===== config.mk =====
export PLATFORM = sky130hd
export DESIGN_NAME = cmd_queue_loader_flat
export DESIGN_NICKNAME = d
export VERILOG_FILES = /design/src/rtl/cmd_queue_loader_if.sv /design/src/rtl/cmd_queue_loader.sv /design/src/flat_wrapper.sv
export SDC_FILE = /design/constraint.sdc
export NUM_CORES = 1
export LEC_CHECK = 0
export ABC_AREA = 1
export CORE_MARGIN = 1
export CORE_UTILIZATION = 50
export CTS_BUF_LIST = sky130_fd_sc_hd__clkbuf_2
export CTS_CLUSTER_SIZE = 14
export DETAILED_ROUTE_END_ITERATION = 16
export GPL_TIMING_DRIVEN = 0
export PLACE_DENSITY = 0.83
export SKIP_CTS_REPAIR_TIMING = 1
export SLEW_MARGIN = 20
export SYNTH_ARGS = -nofsm -noshare
export SYNTH_HDL_FRONTEND = slang
export SYNTH_SLANG_ARGS = --single-unit

===== constraint.sdc =====
create_clock -name i_clk -period 1.9 [get_ports i_clk]
set_input_delay 0.38 -clock i_clk [delete_from_list [all_inputs] [get_ports i_clk]]
set_output_delay 0.38 -clock i_clk [all_outputs]
set_load 0.01 [all_outputs]

===== src/rtl/cmd_queue_loader_if.sv =====
// Beat-link and command-FIFO write signals seen by the command queue loader.
// The loader takes the slave view; the beat source / FIFO side takes the master view.
interface cmd_queue_loader_if #(
  parameter int CMD_W = 64,
  parameter int IN_W  = 8,
  parameter int CNT_W = 16
);
  logic             i_valid;
  logic [IN_W-1:0]  i_data;
  logic             i_last;
  logic             o_ready;
  logic             i_fifo_full;
  logic             o_fifo_write;
  logic [CMD_W-1:0] o_fifo_data;
  logic [CNT_W-1:0] o_cmd_count;
  logic             o_done;
  logic             o_err;

  modport slave (
    input  i_valid, i_data, i_last, i_fifo_full,
    output o_ready, o_fifo_write, o_fifo_data, o_cmd_count, o_done, o_err
  );

  modport master (
    output i_valid, i_data, i_last, i_fifo_full,
    input  o_ready, o_fifo_write, o_fifo_data, o_cmd_count, o_done, o_err
  );
endinterface


===== src/rtl/cmd_queue_loader.sv =====
// Command queue loader: packs IN_W-bit beats (little-endian) into CMD_W-bit
// command words and pushes each completed word into the command FIFO,
// stalling while the FIFO reports full.
module cmd_queue_loader #(
  parameter int CMD_W = 64,
  parameter int IN_W  = 8,
  parameter int CNT_W = 16
) (
  input  logic             i_clk,
  input  logic             i_rst,
  cmd_queue_loader_if.slave bus
);
  localparam int BEATS = (CMD_W + IN_W - 1) / IN_W;
  localparam int IDX_W = (BEATS > 1) ? $clog2(BEATS) : 1;
  localparam int ACC_W = BEATS * IN_W;
  localparam logic [IDX_W-1:0] LAST_IDX = IDX_W'(BEATS - 1);

  typedef enum logic {
    COLLECT,
    PUSH
  } state_t;

  state_t           state;
  logic [IDX_W-1:0] idx;
  logic [ACC_W-1:0] acc;
  logic [ACC_W-1:0] word;
  logic             pend_done;
  logic [CMD_W-1:0] fifo_data;
  logic [CNT_W-1:0] cmd_count;
  logic             done;
  logic             err;

  // Full word as it would look if the current beat were the final one.
  always_comb begin
    word = acc;
    word[(BEATS-1)*IN_W +: IN_W] = bus.i_data;
  end

  // Final-beat bits above CMD_W are deliberately dropped.
  if (ACC_W > CMD_W) begin : g_pad
    logic unused_pad;
    assign unused_pad = ^word[ACC_W-1:CMD_W];
  end

  // Beat collection, FIFO push handshake, counter and status pulses.
  always_ff @(posedge i_clk) begin
    if (i_rst) begin
      state     <= COLLECT;
      idx       <= '0;
      acc       <= '0;
      fifo_data <= '0;
      cmd_count <= '0;
      pend_done <= 1'b0;
      done      <= 1'b0;
      err       <= 1'b0;
    end else begin
      done <= 1'b0;
      err  <= 1'b0;
      unique case (state)
        COLLECT: begin
          if (bus.i_valid) begin
            if (idx == LAST_IDX) begin
              fifo_data <= word[CMD_W-1:0];
              pend_done <= bus.i_last;
              idx       <= '0;
              state     <= PUSH;
            end else if (bus.i_last) begin
              // Early i_last: drop the partial word; stale acc bits are
              // overwritten beat by beat before they can be reused.
              err <= 1'b1;
              idx <= '0;
            end else begin
              acc[idx*IN_W +: IN_W] <= bus.i_data;
              idx                   <= idx + 1'b1;
            end
          end
        end
        PUSH: begin
          if (!bus.i_fifo_full) begin
            cmd_count <= cmd_count + 1'b1;
            done      <= pend_done;
            pend_done <= 1'b0;
            state     <= COLLECT;
          end
        end
        default: state <= COLLECT;
      endcase
    end
  end

  assign bus.o_ready      = (state == COLLECT);
  assign bus.o_fifo_write = (state == PUSH) && !bus.i_fifo_full;
  assign bus.o_fifo_data  = fifo_data;
  assign bus.o_cmd_count  = cmd_count;
  assign bus.o_done       = done;
  assign bus.o_err        = err;
endmodule

===== src/flat_wrapper.sv =====
// flat-port wrapper written by rule: the top's interface ports become plain ports
module cmd_queue_loader_flat 
#(
  parameter int CMD_W = 64,
  parameter int IN_W  = 8,
  parameter int CNT_W = 16
)
  (i_clk, i_rst, bus_i_valid, bus_i_data, bus_i_last, bus_i_fifo_full, bus_o_ready, bus_o_fifo_write, bus_o_fifo_data, bus_o_cmd_count, bus_o_done, bus_o_err);
  cmd_queue_loader_if #(.CMD_W(CMD_W), .IN_W(IN_W), .CNT_W(CNT_W)) bus_i ();
  input  logic i_clk;
  input  logic i_rst;
  input wire logic [$bits(bus_i.i_valid)-1:0] bus_i_valid;
  input wire logic [$bits(bus_i.i_data)-1:0] bus_i_data;
  input wire logic [$bits(bus_i.i_last)-1:0] bus_i_last;
  input wire logic [$bits(bus_i.i_fifo_full)-1:0] bus_i_fifo_full;
  output wire logic [$bits(bus_i.o_ready)-1:0] bus_o_ready;
  output wire logic [$bits(bus_i.o_fifo_write)-1:0] bus_o_fifo_write;
  output wire logic [$bits(bus_i.o_fifo_data)-1:0] bus_o_fifo_data;
  output wire logic [$bits(bus_i.o_cmd_count)-1:0] bus_o_cmd_count;
  output wire logic [$bits(bus_i.o_done)-1:0] bus_o_done;
  output wire logic [$bits(bus_i.o_err)-1:0] bus_o_err;
  assign bus_i.i_valid = bus_i_valid;
  assign bus_i.i_data = bus_i_data;
  assign bus_i.i_last = bus_i_last;
  assign bus_i.i_fifo_full = bus_i_fifo_full;
  assign bus_o_ready = bus_i.o_ready;
  assign bus_o_fifo_write = bus_i.o_fifo_write;
  assign bus_o_fifo_data = bus_i.o_fifo_data;
  assign bus_o_cmd_count = bus_i.o_cmd_count;
  assign bus_o_done = bus_i.o_done;
  assign bus_o_err = bus_i.o_err;
  cmd_queue_loader #(.CMD_W(CMD_W), .IN_W(IN_W), .CNT_W(CNT_W)) u_core (.i_clk(i_clk), .i_rst(i_rst), .bus(bus_i));
endmodule

Word-level counts from Yosys, hierarchy flattened
Index checks and enable logic that the tools add are counted.
{"block": "totals", "output_inout_bits": 84, "ff_bits": 151, "wordCells": 43}
{"block": "classes", "n_addsub": 3, "shifts": 2, "bitwise_logic": 5, "n_mux": 12, "reduce_logical": 9, "n_eq_ne": 4}
{"op": "$bwmux W64", "count": 1}
{"op": "$shift A8 B34 Y64 const A", "count": 1}
{"op": "$shiftx A8 B34 Y64", "count": 1}
{"op": "$neg A6 Y34", "count": 1}
{"op": "$add A16 B1 Y16 const B", "count": 1}
{"op": "$mux W1", "count": 7}
{"op": "$mux W3", "count": 2}
{"op": "$reduce_and A3 Y1", "count": 2}
{"op": "$not A1 Y1", "count": 5}
{"op": "$ne A2 B2 Y1 const B", "count": 2}
{"op": "$pmux W1 S2", "count": 2}
{"op": "$reduce_and A2 Y1", "count": 2}
{"op": "$reduce_and A4 Y1", "count": 1}
{"op": "$reduce_or A4 Y1", "count": 1}
{"op": "$add A3 B1 Y3 const B", "count": 1}
{"op": "$eq A3 B3 Y1 const B", "count": 1}
{"op": "$reduce_or A3 Y1", "count": 1}
{"op": "$ne A2 B1 Y1 const B", "count": 1}
{"op": "$logic_and A1 B1 Y1", "count": 1}
{"op": "$logic_not A1 Y1", "count": 1}

Logic depth before layout (Yosys ltp)
{"block": "depth", "ltp_word": 4, "depth_mapped": 12}

Worst setup path before layout
Ideal clock, no wire load.
{"block": "synth_timing", "kind": "flip-flop to flip-flop", "start": "reg u_core.idx[0]", "end": "reg u_core.acc[7]", "setup_ns": 0.066, "path_slack_ns": -0.028, "stages_incl_launch_ff": 11, "period_less_slack_ns": 1.928, "t_arrival_ns": 1.862, "path_buffers": 2, "cell_sequence": "dfxtp_1 -> buf_6 -> inv_8 -> ha_1 -> ha_1 -> inv_1 -> nand3_1 -> nor3_4 -> buf_6 -> o21ai_2 -> a21oi_2"}
{"block": "synth_via", "elab_chain_cells": 3, "elab_cells_between_ends": 7}
{"element": "start, declared", "line_no": "cmd_queue_loader.sv:24", "rtl": "logic [IDX_W-1:0] idx;"}
{"element": "start signal, assigned", "line_no": "cmd_queue_loader.sv:74", "rtl": "idx <= idx + 1'b1;"}
{"element": "$neg A6 Y34 / $eq A3 B3 Y1 (equally long branches)", "line_no": "cmd_queue_loader.sv:73, cmd_queue_loader.sv:62"}
{"element": "$shiftx A8 B34 Y64 (tied with other cells)", "line_no": "cmd_queue_loader.sv:73", "rtl": "acc[idx*IN_W +: IN_W] <= bus.i_data;"}
{"element": "$bwmux W64 / $reduce_and A4 Y1 (equally long branches)"}
{"element": "end signal, assigned by index", "line_no": "cmd_queue_loader.sv:73"}
{"element": "end, declared", "line_no": "cmd_queue_loader.sv:25", "rtl": "logic [ACC_W-1:0] acc;"}
Several ways; a longest one is shown, not always the timed one.
A chain may end at the register's enable or synchronous reset.

Final worst setup path
{"block": "layout_timing", "start": "reg u_core.idx[0]", "end": "reg u_core.acc[33]"}
Same word-level chain as after synthesis.

==> run metrics <==
outcome complete, no violations; Std-Cell Rows 38; GR Util All Layers 24.6%; Slew HR around two thirds; total clock sinks between 100 and 150; maximum clock path buffer count 2; Die Wd ~110 um; Compound-Gate Fraction of Synth Area between 10 and 15%; Mapped Cells about 750; sequential fraction of the synthesis area between 40% and 50%; Synth Area in XOR/XNOR 0%; final count of pins violating max slew 0; worst-case reg-to-reg path depth 11; Synth Area in Simple Gates 29.4%; Clock Skew between 0.02 and 0.025 ns; Worst Path Required approximately 2.5 ns; io pins between 90 and 100; drt initial violations between 500 and 600; clock-pin slew on the worst setup and hold paths 0.21 ns; max-cap viol count 0; Vias 5441; first-pass GRT wire length about 23 mm; GRT overflow 0; worst skew pair latency roughly 0.68 ns; vias in the first global route 4779; Nets slightly above 900; Routed Antenna Nets 0; Post-Route WL ~15 mm; layout cells sized above 1 roughly 24%; crit path DAT around 2.5 ns; Final Core Density 70.5%; Synth area leader dfxtp_1; critical path's top delay family simple AND/OR/NAND/NOR gates; HPWL after DPL between 10 and 15 mm; pin count of the biggest net entering global routing 17; Initial Utilization a little over half; die height roughly 110 um; Synth area leaders dfxtp_1 50%, nor2_1 18%, o21ai_0 8.6%, nand2_1 3.0%, o21ai_1 2.1%; CTS root buf clkbuf_2; drt drc 0; Core Box Area 0.0110 sq mm; crit path capture type register; worst vdd ir between 300 and 400 uV; CTS Buf Count 17; routed len/inst about 15 um; max incr delay on CP 0.42 ns; P&R area growth vs syn 35.3%; Synth Area in Adders 1.74%; syn nets between 700 and 800; Hold Crit Class in2reg; Avg Cell Area, Syn 7.69 sq um; endpoints failing hold 0; Worst Hold Path Cells 3; Mapped Area approximately 0.0057 sq mm; total power per unit cell area 674 mW/mm^2; most common cell in the netlist nor2_1; crit path max fanout 9; Final GP Congestion between 0.8 and 0.9; WP depth 11; asr flop ratio synth 0%; WS Path Type reg2reg; Tightest Pin Transition roughly 0.5 ns; slowest stage cell, crit path dfxtp_4; Synth top area share 49.8%; H-tree levels 4; Power, Total 5.24 mW; CTS tree yes; vias per inst approximately 5.2; min cycle time layout between 1.5 and 2 ns; Final setup viols 0; synth warn 0; Die Area between 0.01 and 0.015 sq mm; input/output buffers 95; main combinational cell family by area after synthesis simple AND/OR/NAND/NOR gates; post-synthesis mux area share 0%; Synth Register Bits between 100 and 150; final worst-path cycle share ~99%; most frequent cells after synthesis 278 x nor2_1, 143 x dfxtp_1, 99 x o21ai_0, 46 x nand2_1, 25 x inv_1; static leakage a little under 5 nW; startpoint type of the worst setup path register; EDFF count, synth 0; Main synth FF type dfxtp_1; DRT Pass-1 Iters 5; CP bufs+invs 3; initial antenna violation count 0; antenna cells 0; CP Cell Sequence buf_8 > inv_8 > ha_4 > ha_4 > nand2_4 > nor2_4 > nand2_2 > nor2_4 > buf_4 > nor2_2 > nor3_2; Max Freq approximately 530 MHz; post-synth cell types 35
## through the flow
step	setup TNS [ns]	std cells	hold WS, ns	worst slack [ns]	area (sq um)
final	0	1043	0.347	0.0266	7780
after global routing	-0.0308	1043	0.280	-0.00843	7780
after CTS	-21.04	1014	-0.178	-0.493	7140
after detailed placement	-7.85	982	0.438	-0.264	6870
after global placement	-6.08	982	0.445	-0.235	6870
after floorplan	-0.0228	747	0.424	-0.0114	5750
## layout make-up
cell class                      count  area, sq um
Buffer                             34          195
Clock buffer                       17         85.1
Clock inverter                     15          180
Fill cell                         850         3250
Inverter                           39          170
Multi-Input combinational cell    531         2610
Sequential cell                   143         2990
Tap cell                          140          175
Timing Repair Buffer              124         1370
## power breakdown
| group | switching [mW] | total [mW] | internal [mW] |
|---|---|---|---|
| clock | 1.18 | 1.93 | 0.755 |
| sequential | 0.0117 | 3.02 | 3.00 |
| combinational | 0.187 | 0.297 | 0.110 |
## cells by family (layout without fill, tap and decap cells)
logic type,Yosys count,after routing
AOI/OAI and AO/OA,144,144
adders and majority gates,8,8
buffers and inverters,73,229
DFF,143,143
and+or+nand+nor,379,379
## worst register-to-register path: stages, from the launching register on
cell     delay, ns
dfxtp_4       0.42
buf_8         0.12
inv_8         0.05
ha_4          0.18
ha_4          0.30
nand2_4       0.08
nor2_4        0.12
nand2_2       0.08
nor2_4        0.14
buf_4         0.17
nor2_2        0.04
nor3_2        0.13
## worst paths after layout
| check | from | endpoint | slack, ns |
|---|---|---|---|
| setup / recovery | u_core.idx[0]$_SDFFE_PP0P_ | u_core.acc[33]$_SDFFE_PP0P_ | 0.03 |
| hold / removal | bus_i_data[2] | u_core.acc[2]$_SDFFE_PP0P_ | 0.35 |
| setup reg to reg | u_core.idx[0]$_SDFFE_PP0P_ | u_core.acc[33]$_SDFFE_PP0P_ | 0.03 |
| hold reg to reg | u_core.pend_done$_SDFFE_PP0P_ | u_core.bus.o_done$_SDFF_PP0_ | 0.47 |
## layer usage
metal | wire length [um] | global-route usage, %
met1 | 6730 | 32.2
met2 | 7300 | 40.1
met3 | 955 | 6.16
met4 | 295 | 7.14
met5 | 0 | 0
## state kept, by name, summed over array words and instances, names as in the netlist
signal and flops:
u_core.bus.o_fifo_data 64, u_core.acc 56, u_core.bus.o_cmd_count 16, u_core.idx 3
u_core.bus.o_done 1, u_core.bus.o_err 1, u_core.pend_done 1, u_core.state 1
## layout by cell type, fill, tap and decap left out, types with 4 or more instances in the layout
cell / instances
nand2_1: 45
inv_6: 7
inv_1: 23
nor2_4: 8
clkdlybuf4s50_1: 11
clkbuf_2: 18
o21ai_2: 4
dfxtp_4: 12
nor2_1: 276
nand2_4: 7
nand3_1: 13
o21ai_0: 98
nor2_2: 6
dfxtp_2: 67
clkbuf_1: 14
buf_4: 33
a21oi_1: 14
nand4_1: 5
buf_2: 9
dfxtp_1: 64
ha_4: 4
o21ai_1: 24
inv_2: 11
nor3_1: 7
dlymetal6s2s_1: 83
Note: power is estimated with default switching activity, not from simulation.
